### config.mk
export PLATFORM = sky130hd
export DESIGN_NAME = lvl_cross_encoder_flat
export DESIGN_NICKNAME = d
export VERILOG_FILES = /design/src/rtl/lvl_cross_encoder_if.sv /design/src/rtl/lvl_cross_encoder.sv /design/src/flat_wrapper.sv
export SDC_FILE = /design/constraint.sdc
export NUM_CORES = 1
export LEC_CHECK = 0
export ABC_AREA = 0
export CORE_ASPECT_RATIO = 2
export CORE_MARGIN = 5
export CORE_UTILIZATION = 40
export CTS_CLUSTER_SIZE = 8
export DETAILED_ROUTE_END_ITERATION = 10
export SYNTH_ARGS = -nofsm -noshare
export SYNTH_HDL_FRONTEND = slang
export SYNTH_SLANG_ARGS = --single-unit
### constraint.sdc
create_clock -name clock -period 9.3 [get_ports clock]
set_input_delay 1.395 -clock clock [delete_from_list [all_inputs] [get_ports clock]]
set_output_delay 1.395 -clock clock [all_outputs]
set_load 0.005 [all_outputs]
### src/rtl/lvl_cross_encoder_if.sv
// rtl/lvl_cross_encoder_if.sv - sample-in / crossing-word-out handshake bundle for lvl_cross_encoder
interface lvl_cross_encoder_if;
  logic [15:0] in_sample;
  logic        in_valid;
  logic        in_ready;
  logic [15:0] out_data;
  logic        out_valid;
  logic        out_ready;
  logic [4:0]  out_lvl;

  // Sample source / word sink side
  modport master (
    output in_sample, in_valid, out_ready,
    input  in_ready, out_data, out_valid, out_lvl
  );

  // Encoder side
  modport slave (
    input  in_sample, in_valid, out_ready,
    output in_ready, out_data, out_valid, out_lvl
  );
endinterface

### src/rtl/lvl_cross_encoder.sv
// rtl/lvl_cross_encoder.sv - level-crossing encoder emitting {dir, band dwell ticks} per level crossed
module lvl_cross_encoder #(
  parameter int          LVLS_NUM        = 20,
  parameter int          LVL_RESET_VALUE = 9,
  parameter logic [15:0] LVL_BASE        = 16'h8666,
  parameter logic [15:0] LVL_STEP        = 16'h0CCD
) (
  input  logic               clock,
  input  logic               reset,
  lvl_cross_encoder_if.slave bus
);

  // Levels are evaluated at 22 bits so base + i*step cannot wrap before the range check.
  localparam logic signed [21:0] BASE_W  = {{6{LVL_BASE[15]}}, LVL_BASE};
  localparam logic        [21:0] STEP_W  = {6'd0, LVL_STEP};
  localparam logic        [4:0]  TOP_IDX = 5'(LVLS_NUM - 1);
  localparam logic        [4:0]  RST_IDX = 5'(LVL_RESET_VALUE);

  function automatic logic signed [21:0] lvl_at(input logic [5:0] idx);
    logic [21:0] prod;
    prod = {16'd0, idx} * STEP_W;
    return BASE_W + $signed(prod);
  endfunction

  localparam logic signed [21:0] LVL_TOP = lvl_at(6'(LVLS_NUM - 1));

  // Reject parameter sets whose top level does not fit a signed 16-bit sample.
  if (LVLS_NUM < 2 || LVLS_NUM > 32) begin : g_bad_num
    $error("lvl_cross_encoder: LVLS_NUM out of range 2..32");
  end
  if (LVL_RESET_VALUE < 0 || LVL_RESET_VALUE >= LVLS_NUM) begin : g_bad_rst
    $error("lvl_cross_encoder: LVL_RESET_VALUE outside 0..LVLS_NUM-1");
  end
  if (LVL_TOP > 22'sd32767) begin : g_bad_top
    $error("lvl_cross_encoder: highest level exceeds 32767");
  end

  typedef enum logic [1:0] {
    ST_TRACK = 2'd0,
    ST_EVAL  = 2'd1,
    ST_OUT   = 2'd2
  } state_t;

  state_t      state_q;
  logic [15:0] held_q;
  logic [14:0] tick_q;
  logic        pend_valid_q;
  logic        pend_dir_q;
  logic [4:0]  lvl_q;
  logic [15:0] out_data_q;
  logic        out_valid_q;

  logic signed [21:0] held_w;
  logic signed [21:0] lvl_lo;
  logic signed [21:0] lvl_hi;
  logic               up;
  logic               down;
  logic [14:0]        tick_inc_d;
  logic [4:0]         lvl_d;

  // Band edge comparison for the held sample plus saturating dwell counter increment.
  always_comb begin
    held_w     = {{6{held_q[15]}}, held_q};
    lvl_lo     = lvl_at({1'b0, lvl_q});
    lvl_hi     = lvl_at({1'b0, lvl_q} + 6'd1);
    up         = (lvl_q < TOP_IDX) && (held_w >= lvl_hi);
    down       = (lvl_q != 5'd0) && (held_w < lvl_lo);
    tick_inc_d = (tick_q == 15'h7FFF) ? tick_q : tick_q + 15'd1;
    lvl_d      = up ? lvl_q + 5'd1 : lvl_q - 5'd1;
  end

  // Main FSM: accept a sample, then peel off one level crossing per EVAL visit.
  always_ff @(posedge clock) begin
    if (!reset) begin
      state_q      <= ST_TRACK;
      held_q       <= '0;
      tick_q       <= '0;
      pend_valid_q <= 1'b0;
      pend_dir_q   <= 1'b0;
      lvl_q        <= RST_IDX;
      out_data_q   <= '0;
      out_valid_q  <= 1'b0;
    end else begin
      case (state_q)
        ST_TRACK: begin
          if (bus.in_valid) begin
            held_q  <= bus.in_sample;
            tick_q  <= tick_inc_d;
            state_q <= ST_EVAL;
          end
        end
        ST_EVAL: begin
          if (up || down) begin
            lvl_q      <= lvl_d;
            pend_dir_q <= up;
            tick_q     <= '0;
            if (pend_valid_q) begin
              // The new crossing closes the interval opened by the pending one.
              out_data_q  <= {pend_dir_q, tick_q};
              out_valid_q <= 1'b1;
              state_q     <= ST_OUT;
            end else begin
              pend_valid_q <= 1'b1;
            end
          end else begin
            state_q <= ST_TRACK;
          end
        end
        ST_OUT: begin
          if (bus.out_ready) begin
            out_valid_q <= 1'b0;
            state_q     <= ST_EVAL;
          end
        end
        default: state_q <= ST_TRACK;
      endcase
    end
  end

  assign bus.in_ready  = reset && (state_q == ST_TRACK);
  assign bus.out_data  = out_data_q;
  assign bus.out_valid = out_valid_q;
  assign bus.out_lvl   = lvl_q;

endmodule

### src/flat_wrapper.sv
// flat-port wrapper written by rule: the top's interface ports become plain ports
module lvl_cross_encoder_flat 
#(
  parameter int          LVLS_NUM        = 20,
  parameter int          LVL_RESET_VALUE = 9,
  parameter logic [15:0] LVL_BASE        = 16'h8666,
  parameter logic [15:0] LVL_STEP        = 16'h0CCD
)
  (clock, reset, bus_in_sample, bus_in_valid, bus_out_ready, bus_in_ready, bus_out_data, bus_out_valid, bus_out_lvl);
  lvl_cross_encoder_if bus_i ();
  input  logic clock;
  input  logic reset;
  input wire logic [$bits(bus_i.in_sample)-1:0] bus_in_sample;
  input wire logic [$bits(bus_i.in_valid)-1:0] bus_in_valid;
  input wire logic [$bits(bus_i.out_ready)-1:0] bus_out_ready;
  output wire logic [$bits(bus_i.in_ready)-1:0] bus_in_ready;
  output wire logic [$bits(bus_i.out_data)-1:0] bus_out_data;
  output wire logic [$bits(bus_i.out_valid)-1:0] bus_out_valid;
  output wire logic [$bits(bus_i.out_lvl)-1:0] bus_out_lvl;
  assign bus_i.in_sample = bus_in_sample;
  assign bus_i.in_valid = bus_in_valid;
  assign bus_i.out_ready = bus_out_ready;
  assign bus_in_ready = bus_i.in_ready;
  assign bus_out_data = bus_i.out_data;
  assign bus_out_valid = bus_i.out_valid;
  assign bus_out_lvl = bus_i.out_lvl;
  lvl_cross_encoder #(.LVLS_NUM(LVLS_NUM), .LVL_RESET_VALUE(LVL_RESET_VALUE), .LVL_BASE(LVL_BASE), .LVL_STEP(LVL_STEP)) u_core (.clock(clock), .reset(reset), .bus(bus_i));
endmodule
==> results of run 1 <==
[cells by family after synthesis]
kind of cell	share of synthesized area
flip-flops	0.191
multiplexers	0.0321
XOR/XNOR	0.0835
AND/OR/NAND/NOR	0.188
buffers and inverters	0.0485
AO/OA/AOI/OAI	0.195
adder cells (fa/ha/maj)	0.261
[registers in the layout, summed over array words and instances, names as in the netlist]
name,flops
u_core.bus.out_data,16
u_core.bus.out_lvl,5
u_core.pend_dir_q,1
u_core.tick_q,15
u_core.held_q,16
u_core.bus.out_valid,1
u_core.state_q,2
u_core.pend_valid_q,1
[layout by cell type (no fill, tap or decap), types with 4 or more instances in the layout]
cell type	count
a21o_1	17
a21oi_1	54
a221oi_1	7
a31oi_1	6
and2_1	5
and3_1	10
and4_1	4
buf_4	4
clkbuf_16	9
clkdlybuf4s50_1	41
dfxtp_1	57
fa_1	11
ha_1	107
inv_1	49
mux2i_1	18
nand2_1	114
nand2b_1	8
nand3_1	15
nand3b_1	4
nand4_1	6
nor2_1	26
nor2b_1	4
nor3_1	9
nor3b_1	4
o2111ai_1	4
o211ai_1	6
o21a_1	10
o21ai_0	13
o21ai_1	10
o31ai_1	6
or3_1	4
xnor2_1	29
xor2_1	26
[layout make-up]
| cell class | instances | share of cell area |
|---|---|---|
| multi-input combinational | 592 | 0.659 |
| timing repair buffer | 46 | 0.0647 |
| clock buffer | 9 | 0.0327 |
| tap | 195 | 0.0354 |
| inverter | 51 | 0.0278 |
| sequential | 57 | 0.166 |
| clock inverter | 7 | 0.0147 |
[path summary, 6_finish.rpt]
| kind | start | endpoint | slack (ns) | depth (start not counted) |
|---|---|---|---|---|
| max | u_core.bus.out_lvl[0] | u_core.bus.out_lvl[4] | 1.20 | 29 |
| min | u_core.bus.out_data[1] | u_core.bus.out_data[1] | 0.46 | 2 |
| max reg2reg | u_core.bus.out_lvl[0] | u_core.bus.out_lvl[4] | 1.20 | 29 |
| min reg2reg | u_core.bus.out_data[1] | u_core.bus.out_data[1] | 0.46 | 2 |
[routing by layer]
layer  share of wire  vias up  routed length [um]
met5               0        -                   0
met4           0.037        0                 596
met3           0.028       39                 455
met2            0.58      106                9240
met1            0.36     2487                5700
li1                -     2633                   -
[stage by stage]
step                utilization  setup slack, ns  std cells  instance area [um^2]
floorplan                     -             2.22        720                  5960
global placement          0.445             1.47        941                  6560
detailed placement        0.445             1.31        941                  6560
CTS                       0.467             1.25        957                  6890
global route              0.467            0.637        957                  6890
finish                    0.467             1.20        957                  6890
[worst reg2reg max path, delay by kind of cell (launching register included)]
family	cells	cell delay, ns
compound gates	10	2.51
xor+xnor	2	0.35
fa+ha+maj	8	2.88
buf+inv	3	0.47
flops	1	0.72
simple gates	6	1.12
==> flow_summary_export.csv, run 1 <==
group,metric,value,unit
run_status,status,"completed",
clock_network,clk_latency,0.33,ns
clock_network,clkSinkCount,57,
floorplan,die-area,17600,um^2
sta,slew_headroom,0.493,
floorplan,die_y,183,um
grt,grt_overflow,0,
drt,vias,5265,
drt,avgViaCountPerCell,5.50,
clock_network,cts_setup_buffers,0,
critical_path,cpMostUsedCell,"ha_1",
sta,tns,0,ns
run,cap_violations,0,
clock_network,cts.clk_slew.worst_paths,0.06,ns
floorplan,coreArea,14700,um^2
sta,tightest_slew,0.761,ns
grt,grtUsageTotal,0.192,
sta,rsz0062_at_grt,"no",
logic_synthesis,synth-seq-cells,57,
logic_synthesis,syn_inst,720,
floorplan,pin_count,43,
placed_design,dpl.hpwl,13.2,mm
clock_network,htree_num_levels,3,
logic_synthesis,ys.flop_type,"dfxtp_1",
sta,fin_crit_sh,0.871,
critical_path,path_class,"reg2reg",
floorplan,initial_core_util,0.404,
critical_path,cp.required,9.57,ns
finish,syn_to_final_growth,15.5,%
grt,grt_pass1_wl,26.4,mm
critical_path,crit_fanout,15,
logic_synthesis,ys_top_cells_by_count,"114 x nand2_1, 107 x ha_1, 57 x dfxtp_1",
critical_path,cp_top_family,"adder cells",
logic_synthesis,yosysWarnings,0,
drt,drt-initial-drc-count,158,
finish,drive_above_1_share,0.0564,
sta,hold_viol,0,
logic_synthesis,ys_async_sr_fraction,0,
finish,fillers,1469,
sta,skew,0.00665,ns
drt,drc,0,
clock_network,cts_root_buf,"clkbuf_16",
logic_synthesis,yosys-top-cells-area,"ha_1 22%, dfxtp_1 19%, nand2_1 7.2%",
grt,antenna_found_initial,0,
grt,use_met3,0.0318,
floorplan,num_rows,63,
grt,grt_max_degree,51,
finish,n_antenna_cell,0,
drt,ant_nets,0,
sta,min_period,8.10,ns
logic_synthesis,syn_area,5960,um^2
logic_synthesis,yosysSeqAreaShare,0.191,
finish,seqCellArea,1140,um^2
critical_path,critPathSlowestCell,"dfxtp_1",
critical_path,cp.buffers_inverters,3,
clock_network,cts_buffer_depth,2,
finish,nets,895,
drt,drt-total-wl,16.0,mm
sta,slew_violations,0,
min_path,hold_path.class,"reg2reg",
logic_synthesis,synth_edf_count,0,
clock_network,cts_made_buffers,9,
placed_design,numPortBuffers,42,
clock_network,cts_tree,"built",
drt,wire_per_inst,16.7,um
logic_synthesis,synth.avg_cell_area,8.28,um^2
logic_synthesis,yosysTopAreaCell,"ha_1",
critical_path,critPathLaunchType,"register",
finish,multi_input_area,4540,um^2
logic_synthesis,synth_most_common_cell,"nand2_1",
floorplan,die_x,96.3,um
clock_network,cts_hold_buf,0,
critical_path,arrival,8.37,ns
grt,use_met1,0.188,
critical_path,max_stage_delay,0.72,ns
drt,first_pass_iters,5,
grt,grt.met2_usage,0.375,
grt,grt_pass1_vias,5532,
logic_synthesis,yosys.area.top_type_share,0.225,
sta,whs,0.459,ns
logic_synthesis,syn_nets,858,
sta,setup_violations,0,
logic_synthesis,yosysUniqueCellTypes,73,
sta,fmax,123,MHz
placed_design,routabilityCongestion,0.876,
grt,busiest_layer,"met2",
clock_network,cts-resized-gates,0,
critical_path,worst_setup_path_end_kind,"register",
Power of run 1 is not shown: default switching activity piles up to over one toggle a cycle in this logic, so the estimate is an artifact.
==> run 2: changes to the inputs <==
Settings changed: HOLD_SLACK_MARGIN set to 0.12.
==> results of run 2 <==
Final layout, timing and power as in run 1 (identical DEF).
Power of run 2 is left out for the same reason.
